### src/rtl/ram_arb_pkg.sv
// Shared types and helpers for the RAM port arbiter.
// Used by rr_arbiter and ram_port_arbiter (optional RAM_ARB_INIT_EN build).
package ram_arb_pkg;

    typedef enum logic {
        ST_RUN  = 1'b0,
        ST_INIT = 1'b1
    } arb_state_e;

    localparam int MAX_REQ = 8;

    // Index width for n requesters, never narrower than one bit.
    function automatic int idx_width(input int n);
        return (n <= 2) ? 1 : $clog2(n);
    endfunction

    // Returns {found, index} of the first set bit scanning upward from start+1, wrapping at n.
    function automatic logic [3:0] rr_pick(input logic [MAX_REQ-1:0] req,
                                           input logic [2:0] start,
                                           input int n);
        logic [3:0] res;
        int idx;
        res = '0;
        for (int i = n; i >= 1; i--) begin
            idx = (int'(start) + i) % n;
            if (req[idx]) res = {1'b1, 3'(idx)};
        end
        return res;
    endfunction

endpackage

### src/rtl/rr_arbiter.sv
// Round-robin pick over NUM_REQ request lines with a registered priority pointer.
// Part of ram_port_arbiter (optional RAM_ARB_INIT_EN build).
module rr_arbiter
    import ram_arb_pkg::*;
#(
    parameter  int NUM_REQ = 4,
    localparam int IW      = idx_width(NUM_REQ)
) (
    input  logic               clk,
    input  logic               rst_n,
    input  logic               en_i,
    input  logic [NUM_REQ-1:0] req_i,
    output logic [NUM_REQ-1:0] gnt_o,
    output logic               valid_o,
    output logic [IW-1:0]      idx_o
);

    logic [IW-1:0]      ptr_q;
    logic [MAX_REQ-1:0] req_ext;
    logic [3:0]         pick;

    assign req_ext = MAX_REQ'(req_i);
    assign pick    = rr_pick(req_ext, 3'(ptr_q), NUM_REQ);
    assign valid_o = pick[3] & en_i;
    assign idx_o   = IW'(pick[2:0]);

    for (genvar gi = 0; gi < NUM_REQ; gi++) begin : g_gnt
        assign gnt_o[gi] = valid_o && (pick[2:0] == 3'(gi));
    end

    // Reset value makes requester 0 the first in line.
    always_ff @(posedge clk) begin
        if (!rst_n) begin
            ptr_q <= IW'(NUM_REQ - 1);
        end else if (valid_o) begin
            ptr_q <= idx_o;
        end
    end

endmodule

### src/rtl/ram_port_arbiter.sv
// Round-robin sharing of one RAM port between NUM_REQ requesters with registered commands.
// Define RAM_ARB_INIT_EN to zero-fill the RAM after reset before accepting requests.
module ram_port_arbiter
    import ram_arb_pkg::*;
#(
    parameter  int DATA_WIDTH = 32,
    parameter  int ADDR_WIDTH = 5,
    parameter  int NUM_REQ    = 4,
    localparam int IW         = idx_width(NUM_REQ)
) (
    input  logic                           iClk,
    input  logic                           iRst_n,
    input  logic [NUM_REQ-1:0]             iReq,
    input  logic [NUM_REQ-1:0]             iWe,
    input  logic [NUM_REQ*ADDR_WIDTH-1:0]  iAddr,
    input  logic [NUM_REQ*DATA_WIDTH-1:0]  iData,
    output logic [NUM_REQ-1:0]             oGnt,
    output logic [NUM_REQ-1:0]             oRdValid,
    output logic [DATA_WIDTH-1:0]          oRdData,
    output logic                           oReady,
    output logic                           oRamEn,
    output logic                           oRamWe,
    output logic [ADDR_WIDTH-1:0]          oRamAddr,
    output logic [DATA_WIDTH-1:0]          oRamData,
    input  logic [DATA_WIDTH-1:0]          iRamData
);

    logic [NUM_REQ-1:0]    gnt_q, gnt_d;
    logic [NUM_REQ-1:0]    rd_valid_q;
    logic [DATA_WIDTH-1:0] rd_data_q;
    logic                  ready_q, ready_d;
    logic                  ram_en_q, ram_en_d;
    logic                  ram_we_q, ram_we_d;
    logic [ADDR_WIDTH-1:0] addr_q, addr_d;
    logic [DATA_WIDTH-1:0] data_q, data_d;

    logic                  run;
    logic [NUM_REQ-1:0]    eligible;
    logic [NUM_REQ-1:0]    pick_gnt;
    logic                  pick_valid;
    logic [IW-1:0]         pick_idx;
    logic [NUM_REQ-1:0]    rd_gnt;

`ifdef RAM_ARB_INIT_EN
    arb_state_e            state_q, state_d;
    logic [ADDR_WIDTH-1:0] cnt_q;
    assign run = (state_q == ST_RUN);
`else
    assign run = 1'b1;
`endif

    // The requester served in this cycle is masked so it cannot win twice in a row.
    assign eligible = iReq & ~gnt_q;
    assign rd_gnt   = gnt_q & {NUM_REQ{~ram_we_q}};

    rr_arbiter #(
        .NUM_REQ (NUM_REQ)
    ) u_rr (
        .clk     (iClk),
        .rst_n   (iRst_n),
        .en_i    (run),
        .req_i   (eligible),
        .gnt_o   (pick_gnt),
        .valid_o (pick_valid),
        .idx_o   (pick_idx)
    );

    always_comb begin
        gnt_d    = pick_gnt;
        ram_en_d = pick_valid;
        ram_we_d = pick_valid & iWe[pick_idx];
        addr_d   = pick_valid ? iAddr[pick_idx*ADDR_WIDTH +: ADDR_WIDTH] : addr_q;
        data_d   = pick_valid ? iData[pick_idx*DATA_WIDTH +: DATA_WIDTH] : data_q;
        ready_d  = 1'b1;
`ifdef RAM_ARB_INIT_EN
        state_d  = state_q;
        ready_d  = (state_q == ST_RUN);
        if (state_q == ST_INIT) begin
            gnt_d    = '0;
            ram_en_d = 1'b1;
            ram_we_d = 1'b1;
            addr_d   = cnt_q;
            data_d   = '0;
            if (&cnt_q) state_d = ST_RUN;
        end
`endif
    end

    always_ff @(posedge iClk) begin
        if (!iRst_n) begin
            gnt_q      <= '0;
            rd_valid_q <= '0;
            rd_data_q  <= '0;
            ready_q    <= 1'b0;
            ram_en_q   <= 1'b0;
            ram_we_q   <= 1'b0;
            addr_q     <= '0;
            data_q     <= '0;
`ifdef RAM_ARB_INIT_EN
            state_q    <= ST_INIT;
            cnt_q      <= '0;
`endif
        end else begin
            gnt_q      <= gnt_d;
            rd_valid_q <= rd_gnt;
            if (|rd_gnt) rd_data_q <= iRamData;
            ready_q    <= ready_d;
            ram_en_q   <= ram_en_d;
            ram_we_q   <= ram_we_d;
            addr_q     <= addr_d;
            data_q     <= data_d;
`ifdef RAM_ARB_INIT_EN
            state_q    <= state_d;
            if (state_q == ST_INIT) cnt_q <= cnt_q + ADDR_WIDTH'(1);
`endif
        end
    end

    assign oGnt     = gnt_q;
    assign oRdValid = rd_valid_q;
    assign oRdData  = rd_data_q;
    assign oReady   = ready_q;
    assign oRamEn   = ram_en_q;
    assign oRamWe   = ram_we_q;
    assign oRamAddr = addr_q;
    assign oRamData = data_q;

endmodule

### config.mk
export PLATFORM = sky130hd
export DESIGN_NAME = ram_port_arbiter
export DESIGN_NICKNAME = d
export VERILOG_FILES = /design/src/rtl/ram_arb_pkg.sv /design/src/rtl/rr_arbiter.sv /design/src/rtl/ram_port_arbiter.sv
export SDC_FILE = /design/constraint.sdc
export NUM_CORES = 1
export LEC_CHECK = 0
export ABC_CLOCK_PERIOD_IN_PS = 2200
export CAP_MARGIN = 20
export CELL_PAD_IN_SITES_DETAIL_PLACEMENT = 1
export CELL_PAD_IN_SITES_GLOBAL_PLACEMENT = 1
export CORE_ASPECT_RATIO = 1.5
export CORE_MARGIN = 2
export CORE_UTILIZATION = 24
export CTS_CLUSTER_SIZE = 14
export DETAILED_ROUTE_END_ITERATION = 10
export GPL_TIMING_DRIVEN = 0
export PLACE_DENSITY = 0.79
export SETUP_SLACK_MARGIN = 0.2
export SLEW_MARGIN = 5
export SYNTH_ARGS = -nofsm -noshare
export SYNTH_HDL_FRONTEND = slang
export SYNTH_SLANG_ARGS = --single-unit
### constraint.sdc
create_clock -name iClk -period 2.2 [get_ports iClk]
set_clock_uncertainty 0.1 [all_clocks]
set_input_delay 0.44 -clock iClk [delete_from_list [all_inputs] [get_ports iClk]]
set_output_delay 0.44 -clock iClk [all_outputs]
set_load 0.05 [all_outputs]
; ---- After elaboration in Yosys (flattened, before gate mapping)
; Cells that the tools add are included.
[op_classes]
n_eq_ne = 3
n_reduce_logical = 10
multipliers = 1
mux = 19
n_lt_le_gt_ge = 5
n_shift = 2
bitwise = 9
add_sub_neg = 4
[op_table]
columns = operator, n
row1 = variable part select 128 x 8 -> 32 bit, 1
row2 = < comparator 3 x 5 -> 1 bit (second input constant), 4
row3 = variable part select 20 x 6 -> 5 bit, 1
row4 = 2-to-1 mux 4 bit, 4
row5 = binary-select mux 1 bit (select 3 bit), 4
row6 = 2-to-1 mux 1 bit, 10
row7 = AND 4 bit, 2
row8 = OR reduction 2 bit, 4
row9 = == test 3 x 2 -> 1 bit (second input constant), 2
row10 = multiplier 2 x 3 -> 5 bit (second input constant), 1
row11 = adder 2 x 1 -> 2 bit (second input constant), 2
row12 = adder 2 bit (second input constant), 2
row13 = AND 1 bit (first input constant), 4
row14 = logical AND 1 bit, 4
row15 = inverter 4 bit, 1
row16 = OR reduction 4 bit, 1
row17 = == test 3 x 1 -> 1 bit (second input constant), 1
row18 = zero test 3 bit, 1
row19 = < comparator 2 x 3 -> 1 bit (second input constant), 1
row20 = binary-select mux 1 bit (select 2 bit), 1
row21 = AND 1 bit, 1
row22 = inverter 1 bit, 1
[totals]
reg_bits = 82
out_inout_bits = 80

; ---- Depth between registers and ports, before layout
; Gate-level depths: netlist of the first run.
[logic_depth]
depth_word = 13
mapped_depth = 8
depth_no_buf = 5

; ---- Modules after synthesis
; A second synthesis of the first run with hierarchy kept.
[unflattened]
hier_cells = 406
area_unflattened_um2 = 4082.7
[by_module_without_submodules]
columns = mod, seq_area_each_um2, cells_each, area_per_inst_um2, instances
row1 = ram_port_arbiter, 1601.5, 379, 3876.2, 1
row2 = rr_arbiter, 40.0, 27, 206.4, 1

; ---- Least setup slack after synthesis of the first run
; Ideal clock, no wire load.
[synth_path]
path_type = register -> register
startpoint = register gnt_q[1] (netlist: oGnt[1])
endpoint = register u_rr.ptr_q[0]
stages_incl_launch_ff = 8
setup_ns = 0.120
setup_slack_ns = 0.144
arrival_ns = 1.837
path_cell_list = dfxtp_1 -> nor2b_1 -> buf_2 -> a221oi_1 -> o21ai_1 -> buf_4 -> buf_6 -> a211o_1
[synth_between]
elab_chain_cells = 9
elab_cells_between_ends = 18
classes_between = mux (16) / bitwise (2)
[synth_rtl]
columns = element, line_no
row1 = "start, declared", ram_port_arbiter.sv:28  ; logic [NUM_REQ-1:0] gnt_q, gnt_d;
row2 = "start signal, assigned", ram_port_arbiter.sv:104  ; gnt_q <= gnt_d;
row3 = inverter 4 bit *, ram_port_arbiter.sv:53  ; assign eligible = iReq & ~gnt_q;
row4 = AND 4 bit *, ram_port_arbiter.sv:53
row5 = binary-select mux 1 bit (select 3 bit), ram_arb_pkg.sv:26  ; if (req[idx]) res = {1'b1, 3'(idx)};
row6 = 2-to-1 mux 1 bit (not written as such) (2 in a row), ram_arb_pkg.sv:26
row7 = 2-to-1 mux 4 bit (3 in a row), ram_arb_pkg.sv:26
row8 = 2-to-1 mux 4 bit *, ram_arb_pkg.sv:26
row9 = "end signal, assigned", rr_arbiter.sv:34  ; ptr_q <= IW'(NUM_REQ - 1);
row10 = "end signal, assigned", rr_arbiter.sv:36  ; ptr_q <= idx_o;
row11 = "end, declared", rr_arbiter.sv:18  ; logic [IW-1:0] ptr_q;
; Every way passes the cells marked *; elsewhere a longest branch is shown, timed or not. The select of a mux whose other input is x is not followed.
; A chain may end at the register's enable or synchronous reset.

; ---- Worst setup path after layout of the first run
[layout_path]
startpoint = input iReq[1]
endpoint = register data_q[28] (netlist: oRamData[28])
[layout_between]
elab_chain_cells = 9
elab_cells_between_ends = 18
classes_between = shift (1) / mux (16) / bitwise (1)
[layout_rtl]
columns = element, line_no
row1 = "start, declared", ram_port_arbiter.sv:13  ; input logic [NUM_REQ-1:0] iReq,
row2 = AND 4 bit *, ram_port_arbiter.sv:53
row3 = binary-select mux 1 bit (select 3 bit), ram_arb_pkg.sv:26
row4 = 2-to-1 mux 1 bit (not written as such) (2 in a row), ram_arb_pkg.sv:26
row5 = 2-to-1 mux 4 bit (3 in a row), ram_arb_pkg.sv:26
row6 = 2-to-1 mux 4 bit *, ram_arb_pkg.sv:26
row7 = variable part select 128 x 8 -> 32 bit, ram_port_arbiter.sv:73  ; data_d = pick_valid ? iData[pick_idx*DATA_WIDTH +: DATA_WIDTH] : data_q;
row8 = "end signal, assigned", ram_port_arbiter.sv:111  ; data_q <= data_d;
row9 = "end, declared", ram_port_arbiter.sv:35  ; logic [DATA_WIDTH-1:0] data_q, data_d;
; Marked as above.

==> metrics.md, run 1 <==
| Metric | Value |
|---|---|
| IO Port Bufs | `269` |
| CP max FO | `7` |
| Startpoint types | `input port` |
| Net count, final | `940` |
| Critical R2R Capture | `oRamWe$_SDFF_PN0_` |
| Fill cell count | `1,915` |
| Largest net degree at the start of global routing | `15` |
| Pwr dens | `826 nW/um2` |
| Reg2reg setup slack | `320 ps` |
| CP arrival | `2040 ps` |
| Die area | `17,400 um2` |
| Sw frac | `38.1%` |
| CTS tree | `yes` |
| Comb power frac | `43.7%` |
| Psw | `2.33 mW` |
| Total track usage | `20.1%` |
| Antenna violations before repair | `0` |
| Area contributors post-synth | `dfxtp_1 42%, mux2i_1 9.4%, a2bb2oi_1 8.3%` |
| CP Capture Type | `flip-flop` |
| Slew HR | `60.8%` |
| Cells after Synth | `457` |
| Hold slack | `352 ps` |
| Row Count | `57` |
| Clock-pin slew on the worst setup and hold paths | `60 ps` |
| Starting Density | `24.3%` |
| Die height | `161 um` |
| Setup TNS | `0 ps` |
| Seq pwr share | `29.9%` |
| Hold path start | `oRdData[4]$_SDFFE_PN0P_` |
| Area of the core | `16,100 um2` |
| Worst skew pair latency | `330 ps` |
| I/O Pins | `270` |
| Synth Register Bits | `82` |
| Routed WL per cell | `18.6 um` |
| Max Cap Viol | `0` |
| Clk root buf | `clkbuf_16` |
| # diodes | `0` |
| Final Max Tran Viols | `0` |
| HP Class | `flip-flop to flip-flop` |
| Internal power | `3.79 mW` |
| Worst hold stages | `2` |
| Clk pwr share | `26.4%` |
| Detailed Route WL | `17,900 um` |
| Crit Path Category | `input port to flip-flop` |
| Initial DRC Count | `118` |
| Hold path endpoint | `oRdData[4]$_SDFFE_PN0P_` |
| Via Count | `4,621` |
| Vias in the first global route | `5,197` |
| TritonCTS buffer count | `9` |
| H-tree levels | `3` |
| DP Wirelength | `14,100 um` |
| Layout area overhead | `89.1%` |
| Yosys warnings | `0` |
| Worst IR Drop VDD | `0.431 mV` |
| Worst reg2reg path depth | `7` |
| Max Fclk | `520 MHz` |
| Antenna-violating nets left | `0` |
| Placer congestion estimate | `0.842` |
| Worst Tran Pin Value | `590 ps` |
| Period utilization | `87.5%` |
| Outcome | `finished, final reports clean` |
| WP data required | `2310 ps` |
| Top cell type's share of synthesized area | `41.9%` |
| Clk sinks | `82` |
| Leakage Power | `3.25 nW` |
| Worst r2r src | `oGnt[3]$_SDFF_PN0_` |
| Avg Cell Area, Syn | `8.58 um2` |
| Fin. Hold Viols | `0` |
| Syn Nets | `647` |
| Unrepaired setup endpoints after global routing | `yes` |
| Setup-failing EPs final | `0` |
| Area leader, netlist | `dfxtp_1` |
| Vias/cell | `4.81` |
| Power Total | `6.12 mW` |
| Layout cell share with drive strength beyond 1 | `12.3%` |
| Die width | `108 um` |
| Hold_buf cts | `0` |
| DRC errors left | `0` |
| Remaining Overflow, GRT | `0` |
| First-pass GRT wire length | `27,000 um` |
| Drt pass-1 iters | `4` |
| Unique masters post-synth | `39` |
| Post-synthesis sequential area ratio | `41.9%` |
| Period minus WS final | `1920 ps` |
| CTS Buffer Depth | `2` |
| Final core occ | `46.0%` |
| Synth Cell Area | `3920 um2` |
[layout make-up]
type | count | area, um2 | area share (%)
repair buffers | 282 | 2720 | 36.7
clock buffers | 9 | 225 | 3.04
well taps | 206 | 258 | 3.48
clock inverters | 6 | 90.1 | 1.22
plain buffers | 39 | 294 | 3.97
inverters | 5 | 18.8 | 0.253
multi-input cells | 331 | 2160 | 29.1
flip-flops and latches | 82 | 1650 | 22.3
[layer usage]
layer / up-vias / GRT usage [%] / part of all wire (%)
li1: 2238 / - / -
met1: 2163 / 19.6 / 36
met2: 205 / 38.9 / 54
met3: 15 / 6.29 / 8.8
met4: 0 / 6.82 / 1.7
met5: - / 0 / 0
[worst max path at each step]
stage,start,to,depth (start not counted)
after floorplan,oGnt[0]$_SDFF_PN0_,oRamData[10]$_SDFFE_PN0P_,7
final,iReq[1],oRamData[28]$_SDFFE_PN0P_,9
after global placement,iReq[1],oRamData[15]$_SDFFE_PN0P_,9
after detailed placement,iReq[2],oRamData[0]$_SDFFE_PN0P_,7
after CTS,u_rr.ptr_q[0]$_SDFFE_PN1P_,oRamData[29]$_SDFFE_PN0P_,5
after global routing,iReq[1],oRamData[7]$_SDFFE_PN0P_,10
[synth_stat cells (all sizes together)]
cell	number
dfxtp	82
nand2	65
o21ai	41
nor2	40
a2bb2oi	37
mux2i	37
o22ai	37
a21oi	34
buf	21
clkbuf	18
and2	5
inv	5
nand2b	5
nor2b	4
a221oi	3
o211ai	3
nand4	2
nor3	2
or2	2
a2111oi	1
a211o	1
a211oi	1
a21boi	1
a22oi	1
and3	1
nand3	1
nor3b	1
nor4	1
o2111a	1
o211a	1
o41ai	1
or3	1
or3b	1
[worst max-delay path, cell delays in order]
cell and delay (ps):
dlygate4sd2_1 260, nor2b_2 160, buf_4 160, a221oi_2 250, o21ai_2 110, buf_6 170, buf_4 140, mux2i_1 230
o22ai_1 120
[kinds of logic (layout without fill, tap and decap cells)]
kind of cell	count (synthesis)	after routing	share of synthesized area [%]
DFF	82	82	41.9
muxes	37	37	9.44
buffers and inverters	44	341	5.97
and+or+nand+nor	131	131	14.3
AOI/OAI and AO/OA	163	163	28.4
[repair_timing]
item | in CTS | in global routing
pin swaps | 3 | 4
gates cloned | 1 | 0
buffers inserted | 10 | 2
endpoints found under the setup margin | 119 | 57
gates resized for setup | 119 | 23
[cells in the final DEF (no fill, tap or decap), types with 5 or more instances in the layout]
| master | count |
|---|---|
| nor2_1 | 40 |
| a21oi_1 | 34 |
| clkbuf_16 | 9 |
| mux2i_1 | 34 |
| a2bb2oi_1 | 36 |
| dfxtp_2 | 5 |
| o22ai_1 | 26 |
| o22ai_2 | 11 |
| o21ai_0 | 31 |
| clkbuf_1 | 11 |
| buf_6 | 8 |
| dlygate4sd2_1 | 80 |
| clkbuf_2 | 6 |
| dfxtp_1 | 76 |
| o21ai_1 | 8 |
| clkdlybuf4s50_1 | 185 |
| nand2_1 | 65 |
| buf_2 | 5 |
| buf_4 | 16 |
| and2_1 | 5 |
[sequential cells by signal, summed over array words and instances, names as in the netlist]
signal / flops
oGnt: 4
oRamAddr: 5
oRamData: 32
oRamEn: 1
oRamWe: 1
oRdData: 32
oRdValid: 4
oReady: 1
u_rr.ptr_q: 2
[per-stage QoR]
| stage | instances | setup WS [ps] | cell area (um2) |
|---|---|---|---|
| 2_1_floorplan | 457 | 210 | 3930 |
| 3_3_place_gp | 932 | -457 | 6880 |
| 3_5_place_dp | 932 | -554 | 6880 |
| 4_1_cts | 958 | 201 | 7340 |
| 5_1_grt | 960 | 182 | 7410 |
| 6_report | 960 | 276 | 7410 |
[power groups by stage]
stage | logic (mW) | registers, mW | clock network (mW)
5_1_grt | 2.83 | 1.86 | 1.72
6_report | 2.67 | 1.83 | 1.62
3_5_place_dp | 2.65 | 1.86 | 0
2_1_floorplan | 0.851 | 2.58 | 0
3_3_place_gp | 2.60 | 1.85 | 0
4_1_cts | 2.67 | 1.83 | 1.66
(Power assumes the default switching activity.)
==> run 2: changes to the inputs <==
- GPL_TIMING_DRIVEN: 0 -> not set
==> metrics.md, run 2 (same netlist as run 1, synthesis figures left out) <==
| Metric | Value |
|---|---|
| Outcome | `finished, final reports clean` |
| Period minus WS final | `1970 ps` |
| DP Wirelength | `13,500 um` |
| WP data required | `2310 ps` |
| Area of the core | `16,100 um2` |
| CTS Buffer Depth | `2` |
| I/O Pins | `270` |
| Worst skew pair latency | `330 ps` |
| DRC errors left | `0` |
| Startpoint types | `flip-flop` |
| CP Capture Type | `flip-flop` |
| Final WS setup | `228 ps` |
| HP Class | `flip-flop to flip-flop` |
| H-tree levels | `3` |
| Via Count | `4,668` |
| Initial DRC Count | `120` |
| Layout cell share with drive strength beyond 1 | `13.0%` |
| Clk root buf | `clkbuf_16` |
| Die area | `17,400 um2` |
| Pwr dens | `785 nW/um2` |
| CTS tree | `yes` |
| Hold_buf cts | `0` |
| Clock-pin slew on the worst setup and hold paths | `60 ps` |
| Clk sinks | `82` |
| Crit Path Category | `flip-flop to flip-flop` |
| Remaining Overflow, GRT | `0` |
| Worst IR Drop VDD | `0.310 mV` |
| Slew HR | `53.0%` |
| Fin. Hold Viols | `0` |
| Vias/cell | `4.88` |
| Row Count | `57` |
| Hold slack | `353 ps` |
| Largest net degree at the start of global routing | `39` |
| # diodes | `0` |
| Most common cell after layout, fill and taps aside | `clkdlybuf4s50_1` |
| Setup TNS | `0 ps` |
| Detailed Route WL | `18,400 um` |
| Max Cap Viol | `0` |
| Hold path start | `oRdData[9]$_SDFFE_PN0P_` |
| Worst r2r src | `u_rr.ptr_q[0]$_SDFFE_PN1P_` |
| Placer congestion estimate | `0.800` |
| First-pass GRT wire length | `25,700 um` |
| Max Fclk | `507 MHz` |
| Routed WL per cell | `19.2 um` |
| Pre-CTS setup slack | `-397 ps` |
| Total track usage | `19.0%` |
| Layout area overhead | `93.8%` |
| CP max FO | `8` |
| Antenna violations before repair | `0` |
| Die width | `108 um` |
| CP arrival | `2080 ps` |
| Unrepaired setup endpoints after global routing | `yes` |
| IO Port Bufs | `269` |
| Leakage Power | `3.37 nW` |
| Starting Density | `24.3%` |
| Setup-failing EPs final | `0` |
| Vias in the first global route | `4,965` |
| Most frequent cells in the layout | `185 x clkdlybuf4s50_1, 79 x dfxtp_1, 75 x dlygate4sd2_1` |
| Net count, final | `936` |
| Antenna-violating nets left | `0` |
| Period utilization | `89.6%` |
| Die height | `161 um` |
| Worst Tran Pin Value | `704 ps` |
| Drt pass-1 iters | `4` |
| Final Max Tran Viols | `0` |
| TritonCTS buffer count | `9` |
| Crit path launch | `u_rr.ptr_q[0]$_SDFFE_PN1P_` |
| Final core occ | `47.2%` |
run 2: changes by cell type in the layout (fill, tap and decap cells not counted), moves of 3 or more:
| cell | previous run | this run |
|---|---|---|
| clkbuf_16 | 9 | 16 |
| dfxtp_1 | 76 | 79 |
| clkbuf_1 | 11 | 1 |
| buf_12 | 2 | 7 |
| dlygate4sd2_1 | 80 | 75 |
| dlymetal6s2s_1 | 4 | 8 |
| buf_2 | 5 | 0 |
| clkbuf_2 | 6 | 0 |
| buf_4 | 16 | 25 |
run 2: worst paths after layout:
kind / end / slack [ps] / cells after the start
min reg2reg: oRdData[9]$_SDFFE_PN0P_ / 350 / 2
min: oRdData[9]$_SDFFE_PN0P_ / 350 / 2
max: oRamData[15]$_SDFFE_PN0P_ / 230 / 6
max reg2reg: oRamData[15]$_SDFFE_PN0P_ / 230 / 6
run 2: per-stage QoR:
| step | power [mW] | area [um2] | std cells |
|---|---|---|---|
| 3_3_place_gp | 4.47 | 6990 | 924 |
| 6_report | 5.96 | 7600 | 957 |
| 5_1_grt | 6.27 | 7600 | 957 |
| 3_5_place_dp | 4.55 | 7010 | 925 |
| 2_1_floorplan | 3.43 | 3930 | 457 |
| 4_1_cts | 5.83 | 7220 | 941 |
run 2: cell type report:
type                       count  area [um2]
clock inverter                 6        42.5
inverter                       5        18.8
multi-input combinational    331        2170
timing repair buffer         317        3240
fill                        1881        8520
tap                          206         258
sequential                    82        1650
clock buffer                  10         229
run 2: what timing repair did:
action,in CTS,in global routing
gates cloned,0,10
setup buffers,0,6
setup endpoints to repair,114,43
gates resized for setup,82,32
pin swaps,1,7
run 2: worst max-delay path, cell delays in order, from the launching register on:
cell and delay (ps):
dfxtp_1 400, nor3b_4 290, a211oi_2 100, o21ai_4 370, clkbuf_16 260, mux2i_1 220
o22ai_1 110
run 2: power breakdown:
part | switching, mW | internal, mW | leakage (nW)
combinational | 1.60 | 1.15 | 2.56
sequential | 0.124 | 1.71 | 0.679
clock | 0.612 | 0.767 | 0.129
total | 2.34 | 3.63 | 3.37
run 2: routing by layer:
layer  global-route usage, %  part of all wire, %  vias to the layer above
met5                       0                    0                        -
met2                    36.6                   54                      232
met3                    6.74                  9.2                       23
met1                    18.5                   35                     2186
met4                    5.48                  1.9                        0
li1                        -                    -                     2227
